**src/rtl/cache_defs.sv**
```systemverilog
// Shared I-cache geometry and the structs/enums used on the cache refill interface.
package cache_defs;

  localparam int ICACHE_LINE_WIDTH  = 128;
  localparam int ICACHE_OFFSET_BITS = $clog2(ICACHE_LINE_WIDTH / 8);

  typedef struct packed {
    logic [31:0] addr;
    logic        req;
    logic        kill;
  } type_icache2mem_s;

  typedef struct packed {
    logic [ICACHE_LINE_WIDTH-1:0] r_data;
    logic                         ack;
  } type_mem2icache_s;

  typedef enum logic [1:0] {
    FILL_IDLE,
    FILL_FETCH,
    FILL_DRAIN,
    FILL_RESP
  } type_icache_fill_states_e;

endpackage

```
**src/rtl/icache_line_fill.sv**
```systemverilog
// I-cache refill responder: fetches one cache line as sequential word reads and
// returns it to the cache with a one-cycle ack; a killed or dropped request is abandoned.
//
// state      | meaning
// FILL_IDLE  | waiting for req & ~kill from the cache
// FILL_FETCH | issuing word reads, assembling the line
// FILL_DRAIN | request abandoned, letting the in-flight word read complete
// FILL_RESP  | line returned, ack high for this single cycle
module icache_line_fill
  import cache_defs::*;
#(
  parameter int LINE_W     = ICACHE_LINE_WIDTH,
  parameter int MEM_DATA_W = 32
) (
  input  logic                  clk,
  input  logic                  rst_n,
  input  type_icache2mem_s      icache2mem_i,
  output type_mem2icache_s      mem2icache_o,
  output logic                  mem_req_o,
  output logic [31:0]           mem_addr_o,
  input  logic [MEM_DATA_W-1:0] mem_rdata_i,
  input  logic                  mem_ack_i
);

  localparam int BEATS  = LINE_W / MEM_DATA_W;
  localparam int BEAT_W = $clog2(BEATS);
  localparam int BYTE_W = $clog2(MEM_DATA_W / 8);
  localparam int OFF_W  = BEAT_W + BYTE_W;
  localparam logic [BEAT_W-1:0] LAST_BEAT = BEAT_W'(BEATS - 1);

  type_icache_fill_states_e state;
  logic [31-OFF_W:0]        line_addr;
  logic [BEAT_W-1:0]        beat;
  logic [LINE_W-1:0]        line_buf;
  logic [LINE_W-1:0]        line_next;
  logic [LINE_W-1:0]        r_data;
  logic                     ack;
  logic                     abandon;
  logic                     unused_addr_bits;

  // The cache drops req without kill on a boot-region redirect; both mean abandon.
  assign abandon          = icache2mem_i.kill | ~icache2mem_i.req;
  assign unused_addr_bits = ^icache2mem_i.addr[OFF_W-1:0];

  always_comb begin
    line_next = line_buf;
    line_next[beat*MEM_DATA_W +: MEM_DATA_W] = mem_rdata_i;
  end

  always_ff @(posedge clk or negedge rst_n) begin
    if (!rst_n) begin
      state     <= FILL_IDLE;
      line_addr <= '0;
      beat      <= '0;
      line_buf  <= '0;
      r_data    <= '0;
      ack       <= 1'b0;
      mem_req_o <= 1'b0;
    end else begin
      ack <= 1'b0;
      case (state)
        FILL_IDLE: begin
          if (icache2mem_i.req && !icache2mem_i.kill) begin
            line_addr <= icache2mem_i.addr[31:OFF_W];
            beat      <= '0;
            mem_req_o <= 1'b1;
            state     <= FILL_FETCH;
          end
        end
        FILL_FETCH: begin
          if (mem_ack_i && abandon) begin
            mem_req_o <= 1'b0;
            state     <= FILL_IDLE;
          end else if (mem_ack_i) begin
            line_buf <= line_next;
            if (beat == LAST_BEAT) begin
              r_data    <= line_next;
              ack       <= 1'b1;
              mem_req_o <= 1'b0;
              state     <= FILL_RESP;
            end else begin
              beat <= beat + 1'b1;
            end
          end else if (abandon) begin
            state <= FILL_DRAIN;
          end
        end
        FILL_DRAIN: begin
          if (mem_ack_i) begin
            mem_req_o <= 1'b0;
            state     <= FILL_IDLE;
          end
        end
        FILL_RESP: begin
          state <= FILL_IDLE;
        end
        default: begin
          mem_req_o <= 1'b0;
          state     <= FILL_IDLE;
        end
      endcase
    end
  end

  assign mem_addr_o          = {line_addr, beat, {BYTE_W{1'b0}}};
  assign mem2icache_o.r_data = r_data;
  assign mem2icache_o.ack    = ack;

endmodule

```
**config.mk**
```make
export PLATFORM = sky130hd
export DESIGN_NAME = icache_line_fill
export DESIGN_NICKNAME = d
export VERILOG_FILES = /design/src/rtl/cache_defs.sv /design/src/rtl/icache_line_fill.sv
export SDC_FILE = /design/constraint.sdc
export NUM_CORES = 1
export LEC_CHECK = 0
export CELL_PAD_IN_SITES_DETAIL_PLACEMENT = 0
export CELL_PAD_IN_SITES_GLOBAL_PLACEMENT = 1
export CORE_MARGIN = 3
export CORE_UTILIZATION = 44
export DETAILED_ROUTE_END_ITERATION = 8
export HOLD_SLACK_MARGIN = 0.15
export PLACE_DENSITY_LB_ADDON = 0.2
export SETUP_SLACK_MARGIN = 0.3
export SLEW_MARGIN = 0
export SYNTH_ARGS = -nofsm -noshare
export SYNTH_HDL_FRONTEND = slang
export SYNTH_SLANG_ARGS = --single-unit
```
**constraint.sdc**
```tcl
create_clock -name clk -period 3.5 [get_ports clk]
set_input_delay 0.7 -clock clk [delete_from_list [all_inputs] [get_ports clk]]
set_output_delay 0.7 -clock clk [all_outputs]
set_load 0.005 [all_outputs]
```
==> summary.txt, run 1 <==
Global routing
  – Total grt overflow: 0
  – Vias in the first global route: 8945
  – Largest net degree at the start of global routing: 97
  – Initial antenna violation count: 0
  – First-pass GRT wire length: 51900 um
  – GRT Total Usage: 21.4%

Clocking
  – Sink Count: 290
  – Post-CTS Setup Bufs: 0
  – Clock buffer depth: 3
  – Clock root cell: clkbuf_16
  – CTS Hold Bufs: 0
  – CTS tree: yes
  – H-tree depth: 2
  – Post-CTS Resized: 0
  – Clock Latency Late Sink: 500 ps
  – CTS clk-pin slew, worst paths: 60 ps
  – Num CTS Buffers: 34

Worst setup path
  – Worst Path Required: 3940 ps
  – Largest stage delay, worst path: 520 ps
  – Kind of start point of the critical path: flip-flop
  – FF-to-FF Start: beat[0]
  – Critical Path Most Common Cell: buf_4
  – CP Class: reg2reg
  – Worst R2R End: line_buf[72]
  – Reg2Reg Setup Slack: 770 ps
  – CP endpoint kind: flip-flop
  – Crit path max fanout: 20
  – Worst reg2reg path depth: 8
  – CP max stage cell: dfrtp_1
  – Critical Path AT: 3170 ps
  – CP cell instances: inv_1, ha_2, nor3b_4, and3_1, buf_4, and2_1, buf_4, a22o_1

Floorplan
  – Die Width: 173 um
  – Rows: 60
  – Die ar.: 29800 um2
  – Die Span Y: 173 um
  – I/O Pins: 231
  – Initial core utilization: 45.1%
  – Core box area: 27100 um2

Hold path
  – Worst hold-check path type: in2async

Route
  – Average wire per standard cell: 19.3 um
  – Via Count: 8883
  – Detailed Route Iter0 Violations: 588
  – Via/cell ratio: 5.31
  – Pre-antenna DRT Iters: 5
  – Total wire length: 32300 um
  – Final ANT Viol Nets: 0
  – DRC errors left: 0

STA
  – Crit share post-route: 78.0%
  – Slew HR: 53.8%
  – Worst Tran Pin Value: 692 ps
  – Layout Skew: 20.0 ps
  – Final setup fails: 0
  – Min cycle time layout: 2730 ps
  – Fin. Hold Viols: 0
  – Slew Limit Fails: 0
  – Unrepaired setup endpoints after global routing: no
  – Max Fclk: 0.366 GHz
  – Setup TNS: 0 ps

Layout
  – # diodes: 0
  – Nets: 1361
  – Area of the multi-input gates: 4320 um2
  – P&R area growth vs syn: 29.3%
  – Commonest non-fill, non-tap cells in the layout: dfrtp_1 (290), clkdlybuf4s50_1 (223), nand2_1 (130), a22o_1 (129), a21oi_1 (103)
  – Most common cell after layout, fill and taps aside: dfrtp_1
  – Sequential standard cell area: 7260 um2
  – Fraction of layout cells with a size suffix above 1: 9.15%
  – Final core occ: 58.3%
  – Fill count: 2327

Synthesis
  – Yosys reg bits: 290
  – Primary FF master, synth: dfrtp_1
  – Post-synthesis sequential area ratio: 59.4%
  – Largest area contributor in the synthesized netlist: dfrtp_1
  – Synth cell types: 33
  – Synth top area share: 59.4%
  – Syn Inst Count: 1110
  – Post-Syn Area: 12200 um2
  – Number of synthesized flops with an enable pin: 0
  – Synthesis Warnings: 0
  – Mean Syn Cell Area: 11.0 um2
  – Async SR Flop Fraction: 100%
  – Top cells by area, synth: dfrtp_1 (59%), a22o_1 (9.3%), nor2b_1 (5.1%), a21oi_1 (4.2%), nand2_1 (4.0%)

Power
  – Design Power: 9.99 mW
  – PD cells: 633 nW/um2
  – VDD IR max: 0.464 mV
  – Pleak: 6.99 nW

Placement
  – DP HPWL: 21100 um
  – RePlAce Congestion: 0.757
  – Port Buffer Count: 224

Run status
  – Outcome: completed

Flow run
  – Max-cap violations: 0
cell type report:
type | instances | area share, %
flip-flops and latches | 290 | 45.9
multi-input cells | 684 | 27.4
repair buffers | 258 | 16.4
clock buffers | 49 | 6.65
well taps | 372 | 2.95
clock inverters | 6 | 0.372
inverters | 13 | 0.309
registers in the layout (all words and copies together), names as in the netlist:
| register | flops |
|---|---|
| line_buf | 128 |
| r_data | 128 |
| line_addr | 28 |
| beat | 2 |
| state | 2 |
| ack | 1 |
| mem_req_o | 1 |
cells by family (layout without fill, tap and decap cells):
group	Yosys count	in the layout	synth area share, %
flip-flops	290	290	59.4
adder cells (fa/ha/maj)	11	11	1.13
multiplexers	31	31	2.83
other	1	2	0.0307
AND/OR/NAND/NOR	248	248	10.2
buffers and inverters	137	326	5.48
AO/OA/AOI/OAI	392	392	20.9
metrics by stage:
step / hold WS, ps / worst slack (ps) / area (um2) / instances
detailed placement: 469 / 596 / 14700 / 1617
floorplan: 404 / 1360 / 12200 / 1111
finish: 182 / 771 / 15800 / 1672
CTS: 209 / 770 / 15800 / 1672
global placement: 460 / 603 / 14700 / 1617
global route: 231 / 600 / 15800 / 1672
routing by layer:
metal  share of wire (%)  GRT usage [%]
met1                  48           31.5
met2                  44           32.5
met4                 2.0           4.97
met3                 6.1           5.12
met5                   0              0
synthesized netlist by cell type, drive strengths merged (2+ instances only):
library cell and instances:
a22o 129, a21oi 103, clkbuf 58, o21ai 125, and2 7, a32oi 7
a221oi 5, nor4bb 2, mux2i 3, nor2b 99, nand2b 2, inv 13
and3 3, dfrtp 290, ha 11, mux2 28, buf 66, nand2 130
a22oi 20
critical path: cells and delay by family, from the launching register on:
kind / cells / cell delay (ps)
DFF: 1 / 520
buffers and inverters: 3 / 690
and+or+nand+nor: 3 / 800
AOI/OAI and AO/OA: 1 / 200
adders and majority gates: 1 / 450
power by group:
part | switching, mW | leakage (nW) | internal, mW
Combinational | 1.17 | 2.49 | 1.23
Sequential | 0.274 | 3.95 | 3.83
Clock | 1.34 | 0.553 | 2.15
Total | 2.78 | 6.99 | 7.22
worst max path at each step:
stage	endpoint	cells after the start	startpoint
2_1_floorplan	line_buf[66]	9	beat[0]
3_3_place_gp	line_buf[47]	6	icache2mem_i[1]
3_5_place_dp	line_buf[48]	6	icache2mem_i[1]
4_1_cts	line_buf[68]	8	beat[0]
5_1_grt	line_buf[72]	8	beat[0]
6_report	line_buf[72]	8	beat[0]
No activity file was read; power rests on OpenSTA's default activity.
==> run 2, diff against run 1 <==
- CORE_UTILIZATION: 44 -> 41
- clock period: 3.5 -> 2.56 ns (I/O delays scaled with it)
==> run 2 against run 1 <==
Effect of this change:
- first-iteration DRC count fell by 17%
- die area increased by 7.1%
- cell count rose by 1.7%
- sequential share of layout area fell by 0.22 points
- via count grew 0.81%
- combinational power up 45%
- clock power increased by 27%
- setup slack got worse by 310 ps
- cell area is 0.48% higher
- flip-flop and latch count stayed put
- sequential power is 36% higher
- utilization shrank 3.6 points
- critical path type is now reg2out
==> summary.txt, run 2 (same netlist as run 1, synthesis figures left out) <==
Floorplan
  – Die Span Y: 179 um (+3.5%)
  – Initial core utilization: 42.1% (-3.0 points)
  – I/O Pins: 231 (unchanged)
  – Rows: 62 (+3.3%)
  – Die Width: 179 um (+3.5%)
  – Core box area: 29000 um2 (+7.1%)
  – Die ar.: 31900 um2 (+7.1%)

STA
  – Slew Limit Fails: 0 (unchanged)
  – Setup TNS: 0 ps (unchanged)
  – Worst Tran Pin Value: 578 ps (-114 ps)
  – Crit share post-route: 82.1%
  – Hold Worst Slack: 436 ps (+254 ps)
  – Min cycle time layout: 2100 ps
  – Final setup fails: 0 (unchanged)
  – Fin. Hold Viols: 0 (unchanged)
  – Unrepaired setup endpoints after global routing: no
  – Max Fclk: 0.476 GHz
  – Slew HR: 61.5% (+7.6 points)
  – Layout Skew: 20.1 ps (+0.0946 ps)

Global routing
  – GRT Total Usage: 20.5% (-0.89 points)
  – Vias in the first global route: 8838 (-1.2%)
  – First-pass GRT wire length: 51600 um (-0.65%)
  – Initial antenna violation count: 0 (unchanged)
  – Total grt overflow: 0 (unchanged)
  – Largest net degree at the start of global routing: 107 (+10%)

Worst setup path
  – Largest stage delay, worst path: 590 ps (+70 ps)
  – CP Class: reg2out
  – Reg2Reg Setup Slack: 460 ps (-310 ps)
  – Worst R2R End: line_buf[44]
  – Critical Path AT: 1590 ps (-1580 ps)
  – Worst reg2reg path depth: 7 (-1)
  – CP cell instances: clkdlybuf4s50_1
  – Worst Path Required: 2050 ps (-1890 ps)
  – Kind of start point of the critical path: flip-flop
  – Crit path max fanout: 5 (-75%)
  – CP endpoint kind: primary output
  – FF-to-FF Start: beat[1]
  – CP max stage cell: clkdlybuf4s50_1
  – Crit path max-delay family: buffers and inverters
  – Worst path bufs/invs: 1 (-2)

Layout
  – Most common cell after layout, fill and taps aside: dfrtp_1
  – Fraction of layout cells with a size suffix above 1: 9.87% (+0.72 points)
  – # diodes: 0 (unchanged)
  – Nets: 1373 (+0.88%)
  – Final std cells w/o fill: 1701 (+1.7%)
  – Commonest non-fill, non-tap cells in the layout: dfrtp_1 (290), clkdlybuf4s50_1 (223), nand2_1 (130), a22o_1 (129), a21oi_1 (103)
  – Final core occ: 54.7% (-3.6 points)
  – Top flop regs: line_buf x128, r_data x128, line_addr x28
  – Fill count: 2612 (+12%)
  – P&R area growth vs syn: 29.9%

Placement
  – RePlAce Congestion: 0.746 (-1.5%)
  – DP HPWL: 21300 um (+0.64%)
  – Cell count after placement: 1637 (+1.2%)
  – Port Buffer Count: 224 (unchanged)

Power
  – VDD IR max: 0.587 mV (+26%)
  – Pleak: 7.02 nW (+0.40%)
  – PD cells: 851 nW/um2 (+34%)
  – Design Power: 13.5 mW (+35%)

Flow run
  – Max-cap violations: 0 (unchanged)

Route
  – Via Count: 8955 (+0.81%)
  – Detailed Route Iter0 Violations: 488 (-17%)
  – Final ANT Viol Nets: 0 (unchanged)
  – DRC errors left: 0 (unchanged)
  – Via/cell ratio: 5.26 (-0.91%)
  – Average wire per standard cell: 19.2 um (-0.47%)
  – Pre-antenna DRT Iters: 5 (unchanged)
  – Total wire length: 32700 um (+1.3%)

Clocking
  – CTS tree: yes
  – CTS clk-pin slew, worst paths: 60 ps (about the same)
  – Num CTS Buffers: 31 (-8.8%)
  – Sink Count: 290 (unchanged)
  – H-tree depth: 1 (-1)
  – Clock Latency Late Sink: 560 ps (+60 ps)
  – Clock buffer depth: 3 (unchanged)
  – Clock root cell: clkbuf_16

Run status
  – Outcome: completed

Hold path
  – Worst hold-check path type: in2async
-- run 2: changes by cell type in the layout (fill, tap and decap cells not counted), moves of 2 or more --
| cell | delta |
|---|---|
| buf_12 | +2 |
| buf_4 | +10 |
| clkbuf_1 | +8 |
| clkbuf_16 | -6 |
-- run 2: worst max-delay path by stage --
stage	start	end	slack, ps	cells past startpoint
CTS	beat[0]	line_buf[25]	320	7
global placement	icache2mem_i[1]	line_buf[23]	110	6
finish	beat[1]	mem_addr_o[3]	460	1
global route	beat[1]	line_buf[52]	340	7
floorplan	beat[0]	line_buf[66]	420	9
detailed placement	icache2mem_i[1]	line_buf[25]	90	6
-- run 2: what timing repair did --
item	4_1_cts	5_1_grt
gates cloned	0	0
hold buffers	1	0
buffers inserted	0	6
endpoints found under the hold margin	40	0
resized for setup	5	2
setup endpoints to repair	86	102
pin swaps	0	2
-- run 2: report_power, final --
part	leakage, nW	internal [mW]	switching [mW]
clock	0.495	2.63	1.78
sequential	3.95	5.24	0.366
combinational	2.58	1.82	1.66
-- run 2: metrics by stage --
step | setup WS, ps | instance area (um2)
final | 458 | 15900
after global routing | 344 | 15900
after floorplan | 420 | 12200
after global placement | 114 | 14800
after CTS | 316 | 15800
after detailed placement | 86.8 | 14800
-- run 2: cell type report --
type | instances | area (um2) | area share (%)
tap | 384 | 480 | 3.03
inverter | 13 | 48.8 | 0.307
multi-input combinational | 684 | 4340 | 27.3
sequential | 290 | 7260 | 45.7
clock buffer | 50 | 917 | 5.78
timing repair buffer | 273 | 2740 | 17.3
clock inverter | 7 | 88.8 | 0.560
-- run 2: routing by layer --
layer	track usage [%]	wire length (um)	part of all wire (%)	up-vias
li1	-	-	-	4237
met1	29.8	15100	46	4397
met2	31.6	14700	45	279
met3	5.04	2400	7.3	42
met4	3.99	587	1.8	0
met5	0	0	0	-
==> run 3, diff against run 2 <==
- clock period: 2.56 -> 2.05 ns (I/O delays scaled with it)
==> run 3 against run 2 <==
Effect of this change:
- critical path depth rose by 7
- die area did not move
- wire length rose by 14%
- setup slack got worse by 320 ps
- largest cell class unchanged
==> summary.txt, run 3 (same netlist as run 1, synthesis figures left out) <==
Run status
  – Outcome: completed

STA
  – Layout Skew: 8.54 ps (-11.6 ps)
  – Slew Limit Fails: 0 (unchanged)
  – Unrepaired setup endpoints after global routing: yes
  – Worst Tran Pin Value: 573 ps (-5.13 ps)
  – Max Fclk: 0.524 GHz
  – Setup TNS: 0 ps (unchanged)
  – Final setup fails: 0 (unchanged)
  – Fin. Hold Viols: 0 (unchanged)
  – Slew HR: 61.7% (+0.22 points)
  – Crit share post-route: 93.1%
  – Min cycle time layout: 1910 ps

Layout
  – Most common cell after layout, fill and taps aside: dfrtp_1
  – P&R area growth vs syn: 47.2%
  – Commonest non-fill, non-tap cells in the layout: dfrtp_1 (289), dlygate4sd2_1 (159), a22o_1 (129), nand2_1 (128), o21ai_1 (109)
  – Nets: 1484 (+8.1%)
  – Final instance area: 18000 um2 (+13%)
  – Final std cells w/o fill: 1812 (+6.5%)
  – # diodes: 0 (unchanged)
  – Fraction of layout cells with a size suffix above 1: 24.8% (+15 points)
  – Top flop regs: line_buf x128, r_data x128, line_addr x28

Clocking
  – Clock root cell: clkbuf_16
  – Clock Latency Late Sink: 560 ps (about the same)
  – Clock buffer depth: 3 (unchanged)
  – CTS tree: yes
  – Num CTS Buffers: 31 (unchanged)
  – H-tree depth: 1 (unchanged)
  – CTS clk-pin slew, worst paths: 60 ps (about the same)
  – Sink Count: 290 (unchanged)

Worst setup path
  – Crit path max fanout: 5 (unchanged)
  – CP max stage cell: dfrtp_2
  – Largest stage delay, worst path: 420 ps (-170 ps)
  – Critical Path AT: 2400 ps (+810 ps)
  – FF-to-FF Start: beat[0]
  – CP cell instances: inv_4, ha_4, nor3b_4, and3_4, and2_4, buf_6, clkbuf_16, a22o_1
  – CP Class: reg2reg
  – Kind of start point of the critical path: flip-flop
  – Worst Path Required: 2540 ps (+490 ps)
  – CP endpoint kind: flip-flop
  – Worst setup path startpoint: beat[0]

Placement
  – Port Buffer Count: 224 (unchanged)
  – Area after DPL: 15200 um2 (+2.7%)
  – Cell count after placement: 1667 (+1.8%)
  – RePlAce Congestion: 0.749 (+0.43%)
  – DP HPWL: 22300 um (+5.1%)

Power
  – Pleak: 8.58 nW (+22%)
  – PD cells: 1020 nW/um2 (+20%)
  – VDD IR max: 0.885 mV (+51%)

Global routing
  – Initial antenna violation count: 0 (unchanged)
  – Largest net degree at the start of global routing: 69 (-36%)
  – Total grt overflow: 0 (unchanged)
  – First-pass GRT wire length: 56200 um (+9.0%)
  – GRT Total Usage: 22.5% (+1.9 points)
  – Vias in the first global route: 9658 (+9.3%)

Route
  – Total wire length: 37300 um (+14%)
  – DRC errors left: 0 (unchanged)
  – Pre-antenna DRT Iters: 5 (unchanged)
  – Average wire per standard cell: 20.6 um (+7.0%)
  – Via Count: 9700 (+8.3%)
  – Final ANT Viol Nets: 0 (unchanged)
  – Detailed Route Iter0 Violations: 653 (+34%)
  – Via/cell ratio: 5.35 (+1.7%)

Floorplan
  – Die ar.: 31900 um2 (unchanged)
  – Core box area: 29000 um2 (unchanged)
  – Die Width: 179 um (unchanged)
  – I/O Pins: 231 (unchanged)
  – Initial core utilization: 42.1% (unchanged)
  – Die Span Y: 179 um (unchanged)
  – Rows: 62 (unchanged)

Flow run
  – Max-cap violations: 0 (unchanged)

Hold path
  – Worst hold-check path type: in2async
run 3: changes by cell type in the layout (fill, tap and decap cells not counted), sizes merged:
cell,before,now
clkdlybuf4s50,223,63
dlygate4sd2,0,159
buf,49,153
clkbuf,50,60
clkinv,4,2
clkinvlp,0,2
bufinv,2,1
inv,14,13
run 3: worst max-delay path: cells and delay by family (launching register included):
| kind | cells | cell delay (ps) |
|---|---|---|
| AND/OR/NAND/NOR | 3 | 640 |
| flip-flops | 1 | 420 |
| adder cells (fa/ha/maj) | 1 | 320 |
| AO/OA/AOI/OAI | 1 | 120 |
| buffers and inverters | 3 | 350 |
run 3: per-layer routing:
layer | vias up | track usage [%] | part of all wire, %
met1 | 4840 | 32.7 | 45
met3 | 52 | 4.51 | 6.6
li1 | 4503 | - | -
met4 | 0 | 4.51 | 2.4
met5 | - | 0 | 0
met2 | 305 | 35.2 | 46
run 3: final cells by class:
cell class	instances	area (um2)
fillers	2429	11000
repair buffers	384	4240
well taps	384	480
inverters	13	55.1
clock buffers	52	955
multi-input cells	684	4930
clock inverters	5	56.3
flip-flops and latches	290	7260
run 3: metrics by stage:
step	setup WS, ps	power (mW)	hold WS [ps]	utilization (%)
5_1_grt	69.7	19.3	386	62.0
3_5_place_dp	-150	11.6	346	52.3
3_3_place_gp	-114	11.6	346	52.3
6_report	142	18.4	371	62.0
2_1_floorplan	129	9.29	114	-
4_1_cts	169	17.9	368	58.8
run 3: worst paths after layout:
kind | slack, ps | cells after the start | to
max in group asynchronous | 950 | 3 | r_data[74]
min in group clk | 470 | 2 | line_addr[19]
worst min-delay path | 370 | 2 | r_data[62]
worst max register to register | 140 | 8 | line_buf[78]
worst max-delay path | 140 | 8 | line_buf[78]
worst min register to register | 480 | 2 | r_data[29]
run 3: report_power, final:
part	switching (mW)	leakage, nW	internal [mW]
Combinational	2.74	4.14	3.10
Clock	2.26	0.494	3.27
Sequential	0.464	3.95	6.55
run 3: timing repair:
action                                 4_1_cts  5_1_grt
hold buffers                                 1        0
endpoints found under the hold margin       97        0
pin swaps                                   40      167
setup endpoints to repair                  410      260
resized for setup                          272      190
gates cloned                                11       10
setup buffers                               54       12
